===== src/rtl/pin_bus_pkg.sv =====
// Shared types and helpers for the pin bus bridge.
// Beat states, command-beat layout and beat-count helper.
package pin_bus_pkg;

    typedef enum logic [2:0] {
        IDLE,
        CMD,
        ADDR,
        WDATA,
        TURN,
        RDATA,
        RESP
    } bridge_state_t;

    // Write flag position in the command beat, counted down from its MSB.
    localparam int CMD_WRITE_BIT = 0;

    // Number of pin-width beats needed to carry a field of the given width.
    function automatic int beats_f(input int width, input int pin_width);
        return width / pin_width;
    endfunction

endpackage


===== src/rtl/pin_bus_shifter.sv =====
// Slice-wide shift register for the pin bus bridge.
// Parallel load, then shift right by one pin slice per beat.
module pin_bus_shifter #(
    parameter int WIDTH     = 64,
    parameter int PIN_WIDTH = 8
) (
    input  logic                 clk,
    input  logic                 rst_n,
    input  logic                 load_i,
    input  logic [WIDTH-1:0]     load_data_i,
    input  logic                 shift_i,
    input  logic [PIN_WIDTH-1:0] shift_in_i,
    output logic [WIDTH-1:0]     data_o
);

    logic [WIDTH-1:0] data_q;
    logic [WIDTH-1:0] data_d;
    logic [WIDTH-1:0] shifted;

    // New slices enter at the top so the first beat ends up least significant.
    generate
        if (WIDTH > PIN_WIDTH) begin : g_wide
            assign shifted = {shift_in_i, data_q[WIDTH-1:PIN_WIDTH]};
        end else begin : g_narrow
            assign shifted = shift_in_i;
        end
    endgenerate

    // Load has priority over shift.
    always_comb begin
        data_d = data_q;
        if (load_i) begin
            data_d = load_data_i;
        end else if (shift_i) begin
            data_d = shifted;
        end
    end

    // Shift register storage.
    always_ff @(posedge clk or negedge rst_n) begin
        if (!rst_n) begin
            data_q <= '0;
        end else begin
            data_q <= data_d;
        end
    end

    assign data_o = data_q;

endmodule


===== src/rtl/pin_bus_bridge.sv =====
// CPU bus to narrow pin bus bridge.
// Sends each access as CMD/ADDR/WDATA or CMD/ADDR/TURN/RDATA beats.
module pin_bus_bridge
    import pin_bus_pkg::*;
#(
    parameter int ADDRESS_WIDTH  = 32,
    parameter int DATA_WIDTH     = 32,
    parameter int PIN_WIDTH      = 8,
    parameter int TIMEOUT_CYCLES = 255
) (
    input  logic                     clk,
    input  logic                     rst_n,
    input  logic                     req_valid,
    output logic                     req_ready,
    input  logic                     req_write,
    input  logic [ADDRESS_WIDTH-1:0] req_address,
    input  logic [DATA_WIDTH-1:0]    req_write_data,
    output logic                     resp_valid,
    input  logic                     resp_ready,
    output logic [DATA_WIDTH-1:0]    resp_read_data,
    output logic                     resp_error,
    output logic [PIN_WIDTH-1:0]     pin_out,
    output logic [PIN_WIDTH-1:0]     pin_oe,
    input  logic [PIN_WIDTH-1:0]     pin_in,
    output logic                     pin_valid,
    input  logic                     pin_ack
);

    localparam int AW        = ADDRESS_WIDTH;
    localparam int DW        = DATA_WIDTH;
    localparam int PW        = PIN_WIDTH;
    localparam int A_BEATS   = beats_f(AW, PW);
    localparam int D_BEATS   = beats_f(DW, PW);
    localparam int MAX_BEATS = (A_BEATS > D_BEATS) ? A_BEATS : D_BEATS;
    localparam int BW        = $clog2(MAX_BEATS + 1);
    localparam int TW        = (TIMEOUT_CYCLES > 1) ? $clog2(TIMEOUT_CYCLES) : 1;
    localparam int WR_BIT    = PW - 1 - CMD_WRITE_BIT;
    localparam bit TO_EN     = (TIMEOUT_CYCLES != 0);

    localparam logic [BW-1:0] A_LAST = BW'(A_BEATS - 1);
    localparam logic [BW-1:0] D_LAST = BW'(D_BEATS - 1);
    localparam logic [TW-1:0] TO_LAST =
        TW'((TIMEOUT_CYCLES > 0) ? TIMEOUT_CYCLES - 1 : 0);

    generate
        if ((AW % PW) != 0) begin : g_bad_aw
            $error("ADDRESS_WIDTH must be a multiple of PIN_WIDTH");
        end
        if ((DW % PW) != 0) begin : g_bad_dw
            $error("DATA_WIDTH must be a multiple of PIN_WIDTH");
        end
    endgenerate

    bridge_state_t state_q, state_d;
    logic [BW-1:0] beat_q, beat_d;
    logic [TW-1:0] to_q, to_d;
    logic          err_q, err_d;
    logic          write_q;
    logic          rdy_q;

    logic          accept;
    logic          beat_done;
    logic          timeout;
    logic          drive;
    logic          tx_shift;
    logic          rx_shift;
    logic [PW-1:0] cmd_beat;
    logic [PW-1:0] tx_slice;
    logic          unused_tx_hi;

    logic [AW+DW-1:0] tx_data;
    logic [DW-1:0]    rx_data;

    assign accept    = req_valid && req_ready;
    assign beat_done = pin_valid && pin_ack;
    assign drive     = (state_q == CMD) || (state_q == ADDR)
                    || (state_q == WDATA);
    assign tx_shift  = beat_done && ((state_q == ADDR)
                    || (state_q == WDATA));
    assign rx_shift  = beat_done && (state_q == RDATA);
    assign timeout   = TO_EN && pin_valid && !pin_ack
                    && (to_q == TO_LAST);

    assign tx_slice     = tx_data[PW-1:0];
    assign unused_tx_hi = ^tx_data[AW+DW-1:PW];

    always_comb begin
        cmd_beat         = '0;
        cmd_beat[WR_BIT] = write_q;
    end

    pin_bus_shifter #(
        .WIDTH     (AW + DW),
        .PIN_WIDTH (PW)
    ) u_tx (
        .clk         (clk),
        .rst_n       (rst_n),
        .load_i      (accept),
        .load_data_i ({req_write_data, req_address}),
        .shift_i     (tx_shift),
        .shift_in_i  ('0),
        .data_o      (tx_data)
    );

    pin_bus_shifter #(
        .WIDTH     (DW),
        .PIN_WIDTH (PW)
    ) u_rx (
        .clk         (clk),
        .rst_n       (rst_n),
        .load_i      (accept),
        .load_data_i ('0),
        .shift_i     (rx_shift),
        .shift_in_i  (pin_in),
        .data_o      (rx_data)
    );

    // Pin and response outputs decoded from the current state.
    always_comb begin
        pin_out        = '0;
        pin_oe         = '0;
        pin_valid      = 1'b0;
        resp_valid     = 1'b0;
        resp_error     = 1'b0;
        resp_read_data = '0;
        req_ready      = 1'b0;
        unique case (state_q)
            IDLE: begin
                req_ready = rdy_q;
            end
            CMD: begin
                pin_out   = cmd_beat;
                pin_oe    = '1;
                pin_valid = 1'b1;
            end
            ADDR, WDATA: begin
                pin_out   = tx_slice;
                pin_oe    = '1;
                pin_valid = 1'b1;
            end
            RDATA: begin
                pin_valid = 1'b1;
            end
            RESP: begin
                resp_valid = 1'b1;
                resp_error = err_q;
                if (!err_q && !write_q) begin
                    resp_read_data = rx_data;
                end
            end
            default: begin
            end
        endcase
        if (!drive) begin
            pin_out = '0;
        end
    end

    // Next state, beat count and per-beat timeout.
    always_comb begin
        state_d = state_q;
        beat_d  = beat_q;
        to_d    = to_q;
        err_d   = err_q;
        unique case (state_q)
            IDLE: begin
                if (accept) begin
                    state_d = CMD;
                    err_d   = 1'b0;
                end
            end
            CMD: begin
                if (beat_done) begin
                    state_d = ADDR;
                end
            end
            ADDR: begin
                if (beat_done) begin
                    if (beat_q == A_LAST) begin
                        state_d = write_q ? WDATA : TURN;
                    end else begin
                        beat_d = beat_q + 1'b1;
                    end
                end
            end
            WDATA: begin
                if (beat_done) begin
                    if (beat_q == D_LAST) begin
                        state_d = RESP;
                    end else begin
                        beat_d = beat_q + 1'b1;
                    end
                end
            end
            TURN: begin
                state_d = RDATA;
            end
            RDATA: begin
                if (beat_done) begin
                    if (beat_q == D_LAST) begin
                        state_d = RESP;
                    end else begin
                        beat_d = beat_q + 1'b1;
                    end
                end
            end
            RESP: begin
                if (resp_ready) begin
                    state_d = IDLE;
                end
            end
            default: begin
                state_d = IDLE;
            end
        endcase
        if (TO_EN && pin_valid) begin
            to_d = beat_done ? '0 : to_q + 1'b1;
        end
        if (timeout) begin
            state_d = RESP;
            err_d   = 1'b1;
        end
        if (state_d != state_q) begin
            beat_d = '0;
            to_d   = '0;
        end
    end

    // State and counter registers; reset abandons any frame.
    always_ff @(posedge clk or negedge rst_n) begin
        if (!rst_n) begin
            state_q <= IDLE;
            beat_q  <= '0;
            to_q    <= '0;
            err_q   <= 1'b0;
            rdy_q   <= 1'b0;
        end else begin
            state_q <= state_d;
            beat_q  <= beat_d;
            to_q    <= to_d;
            err_q   <= err_d;
            rdy_q   <= 1'b1;
        end
    end

    // Request direction captured on accept.
    always_ff @(posedge clk or negedge rst_n) begin
        if (!rst_n) begin
            write_q <= 1'b0;
        end else if (accept) begin
            write_q <= req_write;
        end
    end

endmodule


===== config.mk =====
export PLATFORM = sky130hd
export DESIGN_NAME = pin_bus_bridge
export DESIGN_NICKNAME = d
export VERILOG_FILES = /design/src/rtl/pin_bus_pkg.sv /design/src/rtl/pin_bus_shifter.sv /design/src/rtl/pin_bus_bridge.sv
export SDC_FILE = /design/constraint.sdc
export NUM_CORES = 1
export LEC_CHECK = 0
export ABC_AREA = 1
export CAP_MARGIN = 40
export CORE_MARGIN = 2
export CORE_UTILIZATION = 50
export CTS_CLUSTER_DIAMETER = 100
export DETAILED_ROUTE_END_ITERATION = 8
export DONT_BUFFER_PORTS = 1
export SLEW_MARGIN = 25
export SYNTH_ARGS = -nofsm -noshare
export SYNTH_HDL_FRONTEND = slang
export SYNTH_SLANG_ARGS = --single-unit

===== constraint.sdc =====
create_clock -name clk -period 1.95 [get_ports clk]
set_input_delay 0.2925 -clock clk [delete_from_list [all_inputs] [get_ports clk]]
set_output_delay 0.2925 -clock clk [all_outputs]
set_load 0.01 [all_outputs]

==> qor.txt, run 1 <==
Status - finished, violations left
Violated checks - negative hold slack, negative setup slack
DRC Markers - 0
PD cells - 1250 nW/um^2
Post-synthesis net count - 733
Sequential area share after synthesis - 51.4%
# diodes - 0
DP Area - 5870 um^2
Critical path fanouts, max - 16
CORE AREA - 10800 um^2
Hold Vio Cnt, Final - 113
Area contributors post-synth - dfrtp_1, o21ai_0, inv_1, nand2_1, nor3_1
Layout-stage area growth over the synthesis result - 41.1%
Htree depth - 4
Post-layout instance area - 7760 um^2
CP peak stage delay - 0.41 ns
Final Worst Setup Slack - -0.0194 ns
Crit-path cells - nand2_4 > nor2_4 > inv_4 > buf_16 > nor3_2 > buf_4
Final setup viols - 6
Clk_skew - 0.0128 ns
CTS sink cnt - 113
Uppermost layer routed - met4
Post-Synthesis Cells - 650
Die Y-Extent - 109 um
Final Max Slew Viols - 0
Vias in the first global route - 5003
# port buffers - 0
Share of cells above drive strength 1 - 22.1%
Top-Level Pins - 130
Starting Density - 50.9%
Worst Path Required - 1.66 ns
Post-synthesis register bit count - 113
Gr ovfl total - 0
Fin util - 71.9%
CP Class - register to output port
Inserted Clock Buffers - 17
Global Route Usage Sum - 26.2%
Placer congestion estimate - 0.929
Crit path launch - state_q[2]$_DFF_PN0_
Final Critical Period - 1.97 ns
CTS tree - done
Antenna violations before repair - 0
Global-route wire length before repair - 24000 um
DRT antenna net count - 0
Die W - 109 um
Top cell type by total area after synthesis - dfrtp_1
Clock Latency Late Sink - 0.53 ns
Max rail drop VDD - 764 uV
CTS Buffer Depth - 2
Final net count - 837
Final WL - 15000 um
Layout fillers - 797
Crit-path slowest cell - dfrtp_2
Max-cap check violation count - 0
M1 WL - 6110 um
HPWL after DPL - 8540 um
CP Capture Type - output port
Synth Area per Inst - 8.46 um^2
WP data arrival - 1.68 ns
Initial DRC Count - 250
Worst R2R Start - beat_q[0]$_DFFE_PN0P_
RSZ-0062 raised after global routing - yes
Clock root buffer - clkbuf_8
Yosys cell types - 34
Largest net degree at the start of global routing - 114
Met3 Wirelength - 892 um
Worst-path clk slew - 0.06 ns
DR vias - 4981
Drt first pass iters - 5
Fmax achieved - 0.508 GHz
Hold slack - -0.537 ns
Pleak - 3.49 nW
HP Class - primary input to asynchronous set/reset pin
Share of the synthesized area in the top cell type - 51.4%
Mapped Area - 5500 um^2
Met2 wire length - 7760 um
Routed wire per std cell - 16.6 um
Worst Setup Start Kind - register
Final period util - 101%
Die area - 11800 um^2
Vias per std cell - 5.50
Rows - 38
Synth warnings - 0
Post-CTS Hold Fix Bufs - 74
Reg2Reg Setup Slack - 0.16 ns
## report_power, final
part           total (W)  leakage, nW  internal, W  switching [W]
clock            0.00305        0.282      0.00199        0.00106
combinational    0.00325         1.77      0.00112        0.00213
sequential       0.00341         1.44      0.00315       0.000257
total            0.00971         3.49      0.00626        0.00345
## routing by layer
metal / GRT usage, % / vias to the layer above
met3: 7.95 / 24
met4: 8.97 / 0
met2: 43.9 / 167
met1: 32.4 / 2442
met5: 0 / -
li1: - / 2348
## cell usage after synthesis
| library cell | n |
|---|---|
| a21oi_1 | 4 |
| a31oi_1 | 1 |
| a41oi_1 | 1 |
| buf_1 | 1 |
| buf_2 | 11 |
| buf_4 | 9 |
| buf_6 | 4 |
| clkbuf_1 | 22 |
| clkbuf_2 | 1 |
| clkinv_1 | 1 |
| conb_1 | 1 |
| dfrtp_1 | 113 |
| ha_1 | 5 |
| inv_1 | 114 |
| inv_2 | 5 |
| mux2i_1 | 1 |
| nand2_1 | 65 |
| nand2_2 | 1 |
| nand2_4 | 3 |
| nand3_1 | 19 |
| nand3_2 | 4 |
| nand4_1 | 6 |
| nor2_1 | 21 |
| nor2_2 | 13 |
| nor3_1 | 35 |
| nor3_2 | 1 |
| o21ai_0 | 140 |
| o21ai_1 | 2 |
| o221ai_1 | 16 |
| o22ai_1 | 25 |
| o31ai_1 | 2 |
| or2_1 | 1 |
| xnor2_1 | 1 |
| xor2_1 | 1 |
## final cells by class
type                            instances  area, um^2  share of cell area [%]
Tap cell                              140         175                    2.26
Inverter                              120         455                    5.87
Sequential cell                       113        2830                    36.5
Multi-Input combinational cell        369        2330                    30.0
Clock inverter                         11         138                    1.77
Timing Repair Buffer                  133        1390                    17.9
Clock buffer                           20         445                    5.74
## worst max-delay path: cells and delay by family, from the launching register on
kind	cells	cell delay, ns
DFF	1	0.41
buffers and inverters	3	0.39
and+or+nand+nor	3	0.34
## placed cells by master (no fill, tap or decap), types with 17 or more instances in the layout
master	synthesis	final
nor3_2	1	18
dlygate4sd3_1	0	74
o21ai_0	140	140
nand3_1	19	17
dfrtp_1	113	110
clkbuf_16	0	17
o22ai_1	25	24
buf_4	9	32
nand2_1	65	63
inv_1	114	111
buf_6	4	17
## what timing repair did
| item | CTS | global route |
|---|---|---|
| cloned | 1 | 1 |
| resized for setup | 58 | 43 |
| pin swaps | 2 | 1 |
| buffers inserted | 7 | 1 |
| endpoints found under the hold margin | 190 | 113 |
| setup endpoints to repair | 50 | 69 |
## kinds of logic after synthesis
group           Yosys count  synth area share, %
fa+ha+maj                 5                 1.14
compound gates          191                 19.2
mux                       1                0.182
simple gates            169                 14.7
buf+inv                 168                 12.9
xor+xnor                  2                0.319
flops                   113                 51.4
other cells               1               0.0682
## per-stage QoR
step	hold WS [ns]	cells	TNS, ns	total power, W	setup slack (ns)
2_1_floorplan	-0.00309	650	0	0.00540	0.281
3_3_place_gp	0.000330	791	0	0.00587	0.202
3_5_place_dp	-0.0000800	791	0	0.00596	0.158
4_1_cts	-0.570	904	-0.745	0.00941	-0.0499
5_1_grt	-0.570	906	-2.20	0.0103	-0.116
6_report	-0.537	906	-0.0527	0.00971	-0.0194
## registers in the layout (all words and copies together), names as in the netlist
name,count
beat_q,3
err_q,1
rdy_q,1
state_q,3
to_q,8
u_rx.data_o,32
u_tx.data_o,64
write_q,1
## worst paths after layout
| kind | end | cells after the start |
|---|---|---|
| worst min register to register | u_rx.data_o[4]$_DFFE_PN0P_ | 2 |
| max in group asynchronous | state_q[1]$_DFF_PN0_ | 0 |
| worst max-delay path | resp_read_data[18] | 6 |
| worst max register to register | beat_q[2]$_DFFE_PN0P_ | 14 |
| worst min-delay path | u_rx.data_o[23]$_DFFE_PN0P_ | 0 |
| min in group clk | u_tx.data_o[2]$_DFFE_PN0P_ | 2 |
Note: power is estimated with default switching activity, not from simulation.
==> inputs of run 2 (changes only) <==
clock period = 2.55 ns   (was 1.95 ns; I/O delays follow)
==> qor.txt, run 2 (synthesis gave the netlist of run 1 again) <==
Global Route Usage Sum - 23.4%
Final net count - 763
Final Critical Period - 2.42 ns
Gr ovfl total - 0
Status - finished, violations left
Placer congestion estimate - 0.908
Final setup TNS - 0 ns
Post-CTS Hold Fix Bufs - 45
Worst Setup Start Kind - register
Final Worst Setup Slack - 0.126 ns
Pleak - 3.00 nW
Rows - 38
Vias in the first global route - 4406
Final std cells w/o fill - 833
# diodes - 0
Final Max Slew Viols - 0
Clock root buffer - clkbuf_8
R2R Path End - to_q[0]$_DFFE_PN0P_
Antenna violations before repair - 1
Worst-path clk slew - 0.06 ns
# port buffers - 0
Worst Path Required - 2.17 ns
Layout-stage area growth over the synthesis result - 21.9%
Die area - 11800 um^2
Clock Latency Late Sink - 0.53 ns
Worst-Margin Slew - 0.604 ns
Reg2Reg Setup Slack - 0.44 ns
Routed wire per std cell - 15.7 um
Die W - 109 um
Vias per std cell - 5.40
DP Area - 5510 um^2
Clk_skew - 0.00772 ns
Most frequent cells in the layout - o21ai_0, inv_1, dfrtp_1, nand2_1, dlygate4sd3_1
Slew headroom - 59.6%
Htree depth - 4
Die Y-Extent - 109 um
HPWL after DPL - 8220 um
Clock share of power - 35.7%
DRC Markers - 0
CP Class - register to output port
CTS Buffer Depth - 2
Final period util - 95.1%
Drt first pass iters - 5
Int Power - 0.00473 W
Critical path fanouts, max - 17
Fmax achieved - 0.412 GHz
Max rail drop VDD - 670 uV
Worst R2R Start - state_q[0]$_DFF_PN0_
DRT antenna net count - 0
CTS tree - done
CORE AREA - 10800 um^2
RSZ-0062 raised after global routing - no
DR vias - 4497
Largest net degree at the start of global routing - 114
Worst-case reg-to-reg path depth - 10
HP Class - primary input to asynchronous set/reset pin
Sw frac - 33.0%
Sw Pwr - 0.00233 W
WP data arrival - 2.04 ns
# placed instances - 751
Share of cells above drive strength 1 - 12.1%
Hold slack - -0.456 ns
Starting Density - 50.9%
Max-cap check violation count - 0
Most common cell after layout, fill and taps aside - o21ai_0
Pre-CTS setup slack - 0.234 ns
CP Capture Type - output port
Global-route wire length before repair - 21300 um
Combinational share of power - 27.4%
CTS sink cnt - 113
Post-layout instance area - 6700 um^2
PD cells - 1050 nW/um^2
Violated checks - negative hold slack
Hold Vio Cnt, Final - 113
Final setup viols - 0
Max reg flops - 64
Top-Level Pins - 130
Initial DRC Count - 336
Inserted Clock Buffers - 17
Final WL - 13000 um
Part of the power in registers - 36.9%
[run 2: changes by cell type in the layout (fill, tap and decap cells not counted), sizes merged]
cell         change
dlygate4sd3     -29
clkinv           -1
inv              -1
buf             -45
clkbuf           +2
bufinv           +1
[run 2: timing repair]
item,4_1_cts,5_1_grt
gates cloned,1,0
setup endpoints to repair,33,28
buffers inserted,3,0
pin swaps,0,0
endpoints found under the hold margin,158,113
resized for setup,4,8
[run 2: worst max-delay path by stage]
stage                    endpoint                 start
4_1_cts        resp_read_data[19]  state_q[1]$_DFF_PN0_
5_1_grt         resp_read_data[8]  state_q[1]$_DFF_PN0_
3_3_place_gp   resp_read_data[29]  state_q[1]$_DFF_PN0_
3_5_place_dp    resp_read_data[6]  state_q[1]$_DFF_PN0_
2_1_floorplan  resp_read_data[22]  state_q[2]$_DFF_PN0_
6_report       resp_read_data[25]  state_q[1]$_DFF_PN0_
[run 2: metal layers]
layer  part of all wire [%]  up-vias  track usage [%]
li1                       -     2188                -
met1                     43     2157             29.6
met2                     48      132             37.3
met3                    6.4       18             7.47
met4                    2.0        2             9.62
met5                   0.12        -                0
[run 2: layout make-up]
| cell class | instances | area [um^2] |
|---|---|---|
| tap | 140 | 175 |
| clock inverter | 9 | 151 |
| inverter | 120 | 454 |
| clock buffer | 23 | 487 |
| fill | 940 | 4090 |
| timing repair inverter | 1 | 7.51 |
| sequential | 113 | 2830 |
| timing repair buffer | 58 | 588 |
| multi-input combinational | 369 | 2010 |
[run 2: stage by stage]
stage,utilization [%],power (W)
detailed placement,51.1,0.00446
CTS,61.5,0.00708
floorplan,-,0.00413
global route,62.1,0.00754
finish,62.1,0.00706
global placement,51.1,0.00439
[run 2: critical path: stages, from the launching register on]
cell and delay, ns:
dfrtp_2 0.47, nand2_4 0.11, nor2_4 0.25, clkinvlp_4 0.12
buf_4 0.20, nor3_1 0.35
[run 2: power by group through the flow]
stage	sequential [W]	clock, W	combinational, W
after floorplan	0.00256	0	0.00157
after global placement	0.00261	0	0.00178
after detailed placement	0.00263	0	0.00183
after CTS	0.00261	0.00256	0.00191
after global routing	0.00267	0.00264	0.00223
final	0.00261	0.00252	0.00193
==> inputs of run 3 (changes only) <==
CTS_CLUSTER_SIZE = 30   (was unset)
==> results of run 3 <==
Final layout, timing and power as in run 2 (identical DEF).
